**src/rtl/multicycle_sequencer.sv**
```systemverilog
// Multicycle RV32I control sequencer: FETCH/DECODE/EXECUTE/MEM/WRITEBACK over one shared memory port.
// Define SEQ_MEM_TIMEOUT_EN to bound mem_ready waits; a timeout sets bus_error and halts.
module multicycle_sequencer #(
  parameter int MEM_TIMEOUT = 16,
  parameter int RETIRE_W    = 32
) (
  input  logic                clk,
  input  logic                reset,
  input  logic [6:0]          opcode,
  input  logic                mem_ready,
  input  logic                halt_req,
  output logic [2:0]          state,
  output logic                mem_req,
  output logic                mem_we,
  output logic                mem_is_fetch,
  output logic                ir_write_en,
  output logic                pc_write_en,
  output logic                regwrite_en,
  output logic                retired,
  output logic [RETIRE_W-1:0] retire_count,
  output logic                illegal_op,
  output logic                bus_error
);

  typedef enum logic [2:0] {
    S_IDLE = 3'd0, S_FETCH = 3'd1, S_DECODE = 3'd2, S_EXECUTE = 3'd3,
    S_MEM  = 3'd4, S_WB    = 3'd5, S_HALT   = 3'd6
  } state_t;

  typedef enum logic [1:0] {C_RALU, C_IALU, C_LOAD, C_STORE} class_t;

  if (MEM_TIMEOUT < 1 || MEM_TIMEOUT > 255) begin : g_bad_timeout
    $error("MEM_TIMEOUT must be within 1..255");
  end

  state_t              r_state;
  state_t              w_next;
  class_t              r_class;
  class_t              w_dec_class;
  logic                w_dec_legal;
  logic                w_in_req;
  logic                w_timeout;
  logic                w_retire;
  logic                w_bus_error;
  logic                r_illegal;
  logic                r_mem_req;
  logic                r_mem_we;
  logic                r_mem_is_fetch;
  logic                r_regwrite;
  logic [RETIRE_W-1:0] r_retire_cnt;

  always_comb begin
    w_dec_legal = 1'b1;
    w_dec_class = C_RALU;
    case (opcode)
      7'b0110011: w_dec_class = C_RALU;
      7'b0010011: w_dec_class = C_IALU;
      7'b0000011: w_dec_class = C_LOAD;
      7'b0100011: w_dec_class = C_STORE;
      default:    w_dec_legal = 1'b0;
    endcase
  end

  assign w_in_req = (r_state == S_FETCH) || (r_state == S_MEM);
  assign w_retire = (r_state == S_WB) ||
                    ((r_state == S_MEM) && (r_class == C_STORE) && mem_ready);

`ifdef SEQ_MEM_TIMEOUT_EN
  logic [7:0] r_wait;
  logic       r_bus_error;

  // mem_ready takes priority over an expiring wait count.
  assign w_timeout   = w_in_req && !mem_ready && (r_wait == 8'(MEM_TIMEOUT - 1));
  assign w_bus_error = r_bus_error;

  always_ff @(posedge clk or negedge reset) begin
    if (!reset) begin
      r_wait      <= 8'd0;
      r_bus_error <= 1'b0;
    end else begin
      if (w_in_req && !mem_ready && !w_timeout) r_wait <= r_wait + 8'd1;
      else                                      r_wait <= 8'd0;
      if (w_timeout) r_bus_error <= 1'b1;
    end
  end
`else
  assign w_timeout   = 1'b0;
  assign w_bus_error = 1'b0;
`endif

  always_comb begin
    w_next = r_state;
    case (r_state)
      S_IDLE:    w_next = S_FETCH;
      S_FETCH:   if (mem_ready)      w_next = S_DECODE;
                 else if (w_timeout) w_next = S_HALT;
      S_DECODE:  w_next = w_dec_legal ? S_EXECUTE : S_HALT;
      S_EXECUTE: w_next = ((r_class == C_LOAD) || (r_class == C_STORE)) ? S_MEM : S_WB;
      S_MEM:     if (mem_ready)      w_next = (r_class == C_STORE) ? (halt_req ? S_HALT : S_FETCH) : S_WB;
                 else if (w_timeout) w_next = S_HALT;
      S_WB:      w_next = halt_req ? S_HALT : S_FETCH;
      S_HALT:    if (!r_illegal && !w_bus_error && !halt_req) w_next = S_FETCH;
      default:   w_next = S_IDLE;
    endcase
  end

  // Moore outputs are registered from the next state so they line up with r_state.
  always_ff @(posedge clk or negedge reset) begin
    if (!reset) begin
      r_state        <= S_IDLE;
      r_class        <= C_RALU;
      r_illegal      <= 1'b0;
      r_mem_req      <= 1'b0;
      r_mem_we       <= 1'b0;
      r_mem_is_fetch <= 1'b0;
      r_regwrite     <= 1'b0;
      r_retire_cnt   <= '0;
    end else begin
      r_state <= w_next;
      if (r_state == S_DECODE) begin
        r_class <= w_dec_class;
        if (!w_dec_legal) r_illegal <= 1'b1;
      end
      r_mem_req      <= (w_next == S_FETCH) || (w_next == S_MEM);
      r_mem_is_fetch <= (w_next == S_FETCH);
      r_mem_we       <= (w_next == S_MEM) && (r_class == C_STORE);
      r_regwrite     <= (w_next == S_WB);
      if (w_retire) r_retire_cnt <= r_retire_cnt + 1'b1;
    end
  end

  assign state        = r_state;
  assign mem_req      = r_mem_req;
  assign mem_we       = r_mem_we;
  assign mem_is_fetch = r_mem_is_fetch;
  assign regwrite_en  = r_regwrite;
  assign ir_write_en  = (r_state == S_FETCH) && mem_ready;
  assign pc_write_en  = (r_state == S_FETCH) && mem_ready;
  assign retired      = w_retire;
  assign retire_count = r_retire_cnt;
  assign illegal_op   = r_illegal;
  assign bus_error    = w_bus_error;

endmodule

```
**config.mk**
```make
export PLATFORM = sky130hd
export DESIGN_NAME = multicycle_sequencer
export DESIGN_NICKNAME = d
export VERILOG_FILES = /design/src/rtl/multicycle_sequencer.sv
export SDC_FILE = /design/constraint.sdc
export NUM_CORES = 1
export LEC_CHECK = 0
export CORE_MARGIN = 2
export CORE_UTILIZATION = 43
export CTS_BUF_LIST = sky130_fd_sc_hd__clkbuf_16
export DETAILED_ROUTE_END_ITERATION = 8
export PLACE_DENSITY = 0.75
export SYNTH_ARGS = -nofsm -noshare
export SYNTH_HDL_FRONTEND = slang
export SYNTH_SLANG_ARGS = --single-unit
```
**constraint.sdc**
```tcl
create_clock -name clk -period 1.8 [get_ports clk]
set_clock_uncertainty 0.2 [all_clocks]
set_input_delay 0.54 -clock clk [delete_from_list [all_inputs] [get_ports clk]]
set_output_delay 0.54 -clock clk [all_outputs]
set_load 0.02 [all_outputs]
```
**Word level (Yosys, flattened, before mapping)**

Cells that the tools add are included.

- Register bits after elaboration: 42
- Input bits: 11
- Output and inout bits: 44
- Logic and storage cells: 48

- $add $sub $neg: 1
- Eq/ne operators: 15
- Multiplexer cells: 10
- Bitwise logic cells: 1
- Reductions and logical operators: 13

Operators with widths:

| kind | count |
|---|---|
| 32-bit by 1-bit adder with 32-bit output (second input constant) | 1 |
| 3-bit one-hot mux with 7 select lines | 1 |
| 3-bit 2-to-1 mux | 6 |
| 3-bit equality test (second input constant) | 5 |
| 7-bit by 6-bit equality test with 1-bit output (second input constant) | 2 |
| 7-bit by 2-bit equality test with 1-bit output (second input constant) | 1 |
| 7-bit by 5-bit equality test with 1-bit output (second input constant) | 1 |
| 3-bit by 1-bit equality test with 1-bit output (second input constant) | 2 |
| 3-bit by 2-bit equality test with 1-bit output (second input constant) | 2 |
| 2-bit one-hot mux with 3 select lines | 1 |
| 1-bit logical AND | 5 |
| 2-bit equality test (second input constant) | 2 |
| 4-bit OR reduction | 1 |
| 3-bit logical NOT | 1 |
| 1-bit logical OR | 3 |
| 1-bit logical NOT | 2 |
| 1-bit 2-to-1 mux | 2 |
| 2-bit AND reduction | 1 |
| 1-bit inverter | 1 |

**Longest topological paths before layout**

Gate-level depths: netlist of the first run.

- Depth in word-level cells: 7
- Gate-level depth with buffers: 6
- Gate-level depth less buffers: 5

**Worst setup path after synthesis of the first run**

No wires, ideal clock.

- Kind: register -> output
- Start: register r_state[2], in the netlist state[2]
- End: output pc_write_en
- Arrival: 1.348 ns
- Required time: 1.060 ns
- Path slack: -0.288 ns
- Stages on the path, launching flop included: 5
- Buffers on the path: 2
- Path through: dfrtp_1 -> buf_2 -> nand2b_1 -> nor2_1 -> buf_4

- Cells in the longest elaborated chain, start to end: 2

Ends and longest elaborated chain:

| what | line | source |
|---|---|---|
| start, declared | 36 | `state_t r_state;` |
| start signal, assigned | 119 | `r_state <= w_next;` |
| 3-bit by 1-bit equality test with 1-bit output | -- |  |
| 1-bit logical AND | -- |  |
| end, declared | 17 | `output logic pc_write_en,` |

No other way between the ends.

**Worst setup path after layout of the first run**

- Start: register r_state[2], in the netlist state[2]
- End: output retired

- Cells in the longest elaborated chain, start to end: 4
- Elaborated cells on any way between the ends: 5
- Classes of those cells: eq/ne: 2; reduce/logical: 3

Ends and longest elaborated chain:

| what | line | source |
|---|---|---|
| 3-bit equality test | 66 | `((r_state == S_MEM) && (r_class == C_STORE) && mem_ready);` |
| 1-bit logical AND (2 in series) | 66 |  |
| 1-bit logical OR (*) | 65 | `assign w_retire = (r_state == S_WB) \|\|` |
| end, declared | 19 | `output logic retired,` |

Mark *: on every way between the ends. The rest lies on a longest branch, timed or not.

==> results of run 1 <==
## cells by family after synthesis
kind of cell	Yosys count	synth area share, %
XOR/XNOR	32	13.5
multiplexers	3	1.57
flip-flops	42	50.8
AND/OR/NAND/NOR	85	23.7
adder cells (fa/ha/maj)	1	0.604
buffers and inverters	10	2.42
AO/OA/AOI/OAI	21	7.25
other	1	0.181
## power breakdown
part / internal (mW) / leakage, nW / switching, mW
Sequential: 1.11 / 0.540 / 0.168
Combinational: 1.06 / 1.25 / 0.964
Clock: 0.797 / 0.0940 / 0.387
Total: 2.97 / 1.89 / 1.52
## layout make-up
class	instances	area, um^2
clock inverters	3	68.8
clock buffers	5	125
multi-input cells	143	1250
repair buffers	123	1070
inverters	3	11.3
fillers	290	1030
well taps	54	67.6
flip-flops and latches	42	1070
## through the flow
| step | TNS (ns) | hold WS [ns] | cells |
|---|---|---|---|
| 6_report | -0.888 | 0.0104 | 373 |
| 5_1_grt | -2.74 | 0.0369 | 373 |
| 4_1_cts | -0.840 | 0.0299 | 366 |
| 3_5_place_dp | -24.58 | 0.258 | 342 |
| 3_3_place_gp | -23.66 | 0.255 | 342 |
| 2_1_floorplan | -0.0129 | 0.0444 | 195 |
## worst paths after layout
kind | end | slack [ns] | depth (start not counted) | start
min reg2reg | retire_count[31] | 0.25 | 1 | retire_count[31]
min | retire_count[14] | 0.01 | 2 | reset
min in group clk | retire_count[31] | 0.25 | 1 | retire_count[31]
max in group asynchronous | state[2] | 1.15 | 2 | reset
max | retired | -0.13 | 3 | state[2]
max reg2reg | mem_we | -0.12 | 6 | state[2]
## layer usage
layer / GRT usage, % / vias up / share of wire, %
met4: 10.3 / 0 / 3.3
met2: 38.6 / 61 / 53
met1: 27.3 / 980 / 40
met3: 2.88 / 21 / 3.8
met5: 0 / - / 0
li1: - / 924 / -
## what timing repair did
action                     in CTS  in global routing
gates cloned                    0                  0
setup buffers                  16                  7
resized for setup             132                 37
setup endpoints to repair      82                 43
pin swaps                      36                  6
## layout by cell type, fill, tap and decap left out, types with 3 or more instances in the layout
| cell | netlist | routed |
|---|---|---|
| dfrtp_1 | 42 | 30 |
| buf_6 | 0 | 11 |
| clkbuf_16 | 0 | 5 |
| nand2b_4 | 0 | 3 |
| dfrtp_2 | 0 | 12 |
| xor2_1 | 17 | 17 |
| nor3_4 | 0 | 5 |
| a221oi_2 | 0 | 3 |
| xnor2_1 | 15 | 13 |
| dlygate4sd2_1 | 0 | 28 |
| nand2_1 | 21 | 18 |
| nand2_2 | 0 | 3 |
| clkdlybuf4s15_1 | 0 | 12 |
| or2_2 | 4 | 3 |
| nor2_4 | 0 | 6 |
| buf_2 | 4 | 4 |
| nand3_1 | 9 | 6 |
| buf_4 | 2 | 59 |
| nor2_1 | 17 | 8 |
| nand4_1 | 6 | 6 |
| nor2_2 | 0 | 3 |
## state kept, by name (all words and copies together) (netlist names)
register      cells
regwrite_en       1
mem_we            1
mem_is_fetch      1
retire_count     32
state             3
illegal_op        1
r_class           2
mem_req           1
==> impl_metrics.ini, run 1 <==
[drt]
vias_per_cell = 5.32
drcViolationCount = 0
firstDrtPassIters = 4
wire_per_inst_um = 16.0
vias = 1986
routed_wl_mm = 5.95
initialDrtViolationCount = 88
ant_nets = 0

[setup_path]
cp.required_ns = 1.06
critPathTopFamily = flip-flops
cp_max_fo = 4
worst_ep_arrival_time_ns = 1.19
cp.buffers_inverters = 1
path_class = reg -> out
cp_cell_sequence = nor2b_2, and2_4, buf_6
crit_path_end_kind = output pin
critPathMaxStageDelay_ns = 0.44
worstSetupStartpointType = flip-flop
slowest_stage = dfrtp_2

[final_layout]
fin_util_pct = 78.1
insertedDiodeCount = 0
area_delta_synth_final_pct = 76.9
drive_gt1_share_pct = 50.8
final_area_mm2 = 0.00366
fin_nets = 330

[logic_synthesis]
synth_edf_count = 0
yosys.area.top_type = dfrtp_1
synth.top_cell.area_share_pct = 50.8
synth.most_common_cell = dfrtp_1
synth_common_cells = dfrtp_1 (42), nand2_1 (21), nor2_1 (17), xor2_1 (17), xnor2_1 (15)
synthCells = 195
async_flop_share_pct = 100
syn_area_per_cell_um2 = 10.6
ys_top_cells_by_area = dfrtp_1 (51%), xor2_1 (7.2%), xnor2_1 (6.3%), nand2_1 (3.8%), nor2_1 (3.1%)
synth.distinct_cells = 43
synthFlopType = dfrtp_1
mappedNetlistArea_mm2 = 0.00207
yosys_warnings = 0
ys_ff_latch = 42
seq_area_frac_synth_pct = 50.8
syn_nets = 207

[job]
maxCapViolCount = 0

[global_route]
grt_pass1_vias = 1995
grt_start_max_net_pins = 43
grt_pass1_wl_mm = 9.12
grt_usage_pct = 22.2
antenna_found_initial = 0
grt.overflow.total = 0

[timing]
layout_setup_ws_ns = -0.134
timing.final.crit_share_pct = 107
final-setup-viol-count = 13
period_needed_ns = 1.93
rsz0062_at_grt = true
hold_viol_final = 0
slew_violations = 0
max_freq_mhz = 517

[placed_design]
port_buffers = 53
place_congestion = 0.840
pre_cts_ws_ns = -0.952
placed_cell_area_mm2 = 0.00303
dp_hpwl_mm = 3.40

[floorplanning]
die_height_um = 73.4
fp.dieW_um = 73.4
io-pin-count = 55
fp-row-count = 25
dieArea_mm2 = 0.00539
start_util_pct = 44.1
core-area_mm2 = 0.00469

[power]
p_leak_nw = 1.89
ir_worst_vdd_mv = 0.694
finalPower_mw = 4.49
power_density_mw_per_mm2 = 1220

[worst_hold_path]
hold_class = in -> async

[run_status]
violations = negative setup slack
status = finished with violations

[cts]
numCtsBuffers = 5
cts_buffer_depth = 2
htree_levels = 2
cts_hold_buf = 0
cts-root-buf = clkbuf_16
cts_sinks = 42
cts_tree = done
clk_latency_ns = 0.29
clk_pin_slew_ns = 0.06
(Power assumes the default switching activity.)
==> run 2, diff against run 1 <==
--- a/config.mk
+++ b/config.mk
@@ -6,10 +6,10 @@
 export NUM_CORES = 1
 export LEC_CHECK = 0
 export CORE_MARGIN = 2
-export CORE_UTILIZATION = 43
-export CTS_BUF_LIST = sky130_fd_sc_hd__clkbuf_16
+export CORE_UTILIZATION = 45
+export CTS_BUF_LIST = sky130_fd_sc_hd__clkbuf_4
 export DETAILED_ROUTE_END_ITERATION = 8
-export PLACE_DENSITY = 0.75
+export PLACE_DENSITY = 0.78
 export SYNTH_ARGS = -nofsm -noshare
 export SYNTH_HDL_FRONTEND = slang
 export SYNTH_SLANG_ARGS = --single-unit
==> impl_metrics.ini, run 2 (synthesized netlist as in run 1, its figures left out) <==
[run_status]
status = finished with violations
violations = negative setup slack

[setup_path]
cp.required_ns = 1.06
worst_ep_arrival_time_ns = 1.35
rr_endpoint = mem_req
reg2reg_depth = 8
worstSetupStartpointType = flip-flop
path_class = reg -> out
critPathMaxStageDelay_ns = 0.46
regToRegSetupSlack_ns = -0.24
slowest_stage = dfrtp_1
cp_max_fo = 2
r2r_start = r_class[0]
cp_cell_sequence = a31o_4, and2_4, buf_6
crit_path_end_kind = output pin

[cts]
cts-root-buf = clkbuf_4
cts_buffer_depth = 2
numCtsBuffers = 5
htree_levels = 2
cts_sinks = 42
clk_latency_ns = 0.36
clk_pin_slew_ns = 0.13
cts_tree = done

[timing]
max_freq_mhz = 480
final-setup-viol-count = 26
hold_ws_ns = 0.278
hold_viol_final = 0
layout_setup_ws_ns = -0.286
period_needed_ns = 2.09
rsz0062_at_grt = true
slew_violations = 0
timing.final.crit_share_pct = 116

[final_layout]
seq_area_mm2 = 0.00106
insertedDiodeCount = 0
drive_gt1_share_pct = 59.8
fin_nets = 342
largest_reg_flops = 32
mostFrequentLayoutCell = buf_4
multiInputGateArea_mm2 = 0.00130
n_fill_cell = 267
layout_common_cells = buf_4 (64), dfrtp_1 (31), buf_6 (22)
area_delta_synth_final_pct = 73.7

[global_route]
grt_usage_pct = 24.1
grt_pass1_vias = 2011
grt_pass1_wl_mm = 9.59
grt.overflow.total = 0
grt_start_max_net_pins = 43
antenna_found_initial = 0

[drt]
wire_per_inst_um = 18.2
initialDrtViolationCount = 118
firstDrtPassIters = 4
vias_per_cell = 5.53
ant_nets = 0
routed_wl_mm = 6.98
drcViolationCount = 0
vias = 2118

[worst_hold_path]
hold_class = reg -> reg
min_from = retire_count[31]
hold_end = retire_count[31]
whs_path_depth = 1

[floorplanning]
fp.dieW_um = 71.8
die_height_um = 71.8
core-area_mm2 = 0.00438
io-pin-count = 55
fp-row-count = 24
start_util_pct = 47.2
dieArea_mm2 = 0.00516

[placed_design]
pre_cts_ws_ns = -0.949
place_congestion = 0.877
port_buffers = 53
dp_hpwl_mm = 3.47

[job]
maxCapViolCount = 0

[power]
finalPower_mw = 4.30
power_density_mw_per_mm2 = 1200
p_leak_nw = 1.82
ir_worst_vdd_mv = 0.814
run 2: cell count changes in the layout (fill, tap and decap cells not counted), sizes merged, moves of 7 or more:
cell,delta
dlygate4sd2,-24
buf,+27
clkbuf,+14
clkdlybuf4s15,-7
run 2: what timing repair did:
item                                    in CTS  in global routing
setup buffers                               18                 16
endpoints found under the hold margin       42                  0
gates cloned                                 1                  0
hold buffers                                 1                  0
endpoints found under the setup margin      78                 65
pin swaps                                   15                 26
gates resized for setup                    177                 73
run 2: how the worst max path moves through the flow:
| stage | from | to | slack (ns) | cells after the start |
|---|---|---|---|---|
| final | r_class[1] | retired | -0.29 | 3 |
| after global routing | r_class[1] | retired | -0.30 | 3 |
| after CTS | r_class[1] | retired | -0.23 | 3 |
| after detailed placement | mem_ready | retired | -0.95 | 4 |
| after global placement | mem_ready | retired | -0.95 | 4 |
| after floorplan | mem_ready | mem_req | -0.007 | 5 |
run 2: per-stage QoR:
step | utilization [%] | instance area [um^2] | cells | TNS [ns]
after floorplan | - | 2130 | 195 | -0.0129
after global placement | 69.7 | 3060 | 344 | -24.42
after detailed placement | 69.7 | 3060 | 344 | -25.13
after CTS | 77.7 | 3410 | 371 | -0.857
after global routing | 82.0 | 3600 | 383 | -3.71
final | 82.0 | 3600 | 383 | -2.29
run 2: worst max-delay path, delay by kind of cell, from the launching register on:
family	cells	cell delay (ns)
DFF	1	0.46
buffers and inverters	1	0.13
and+or+nand+nor	1	0.15
AOI/OAI and AO/OA	1	0.25
run 2: metal layers:
layer	track usage (%)	vias up	part of all wire, %
met5	0	-	0
met4	10.5	0	5.8
met3	3.52	32	5.8
met2	41.4	95	51
met1	30.3	1045	38
li1	-	946	-
run 2: power breakdown:
group / internal (mW) / leakage (nW) / switching (mW)
clock network: 0.325 / 0.0463 / 0.318
logic: 1.19 / 1.23 / 1.19
registers: 1.10 / 0.541 / 0.170
run 2: final cells by class:
| type | instances | share of cell area, % |
|---|---|---|
| clock buffer | 7 | 1.46 |
| clock inverter | 1 | 0.835 |
| inverter | 3 | 0.452 |
| multi-input combinational | 144 | 36.2 |
| sequential | 42 | 29.6 |
| tap | 52 | 1.81 |
| timing repair buffer | 134 | 29.7 |
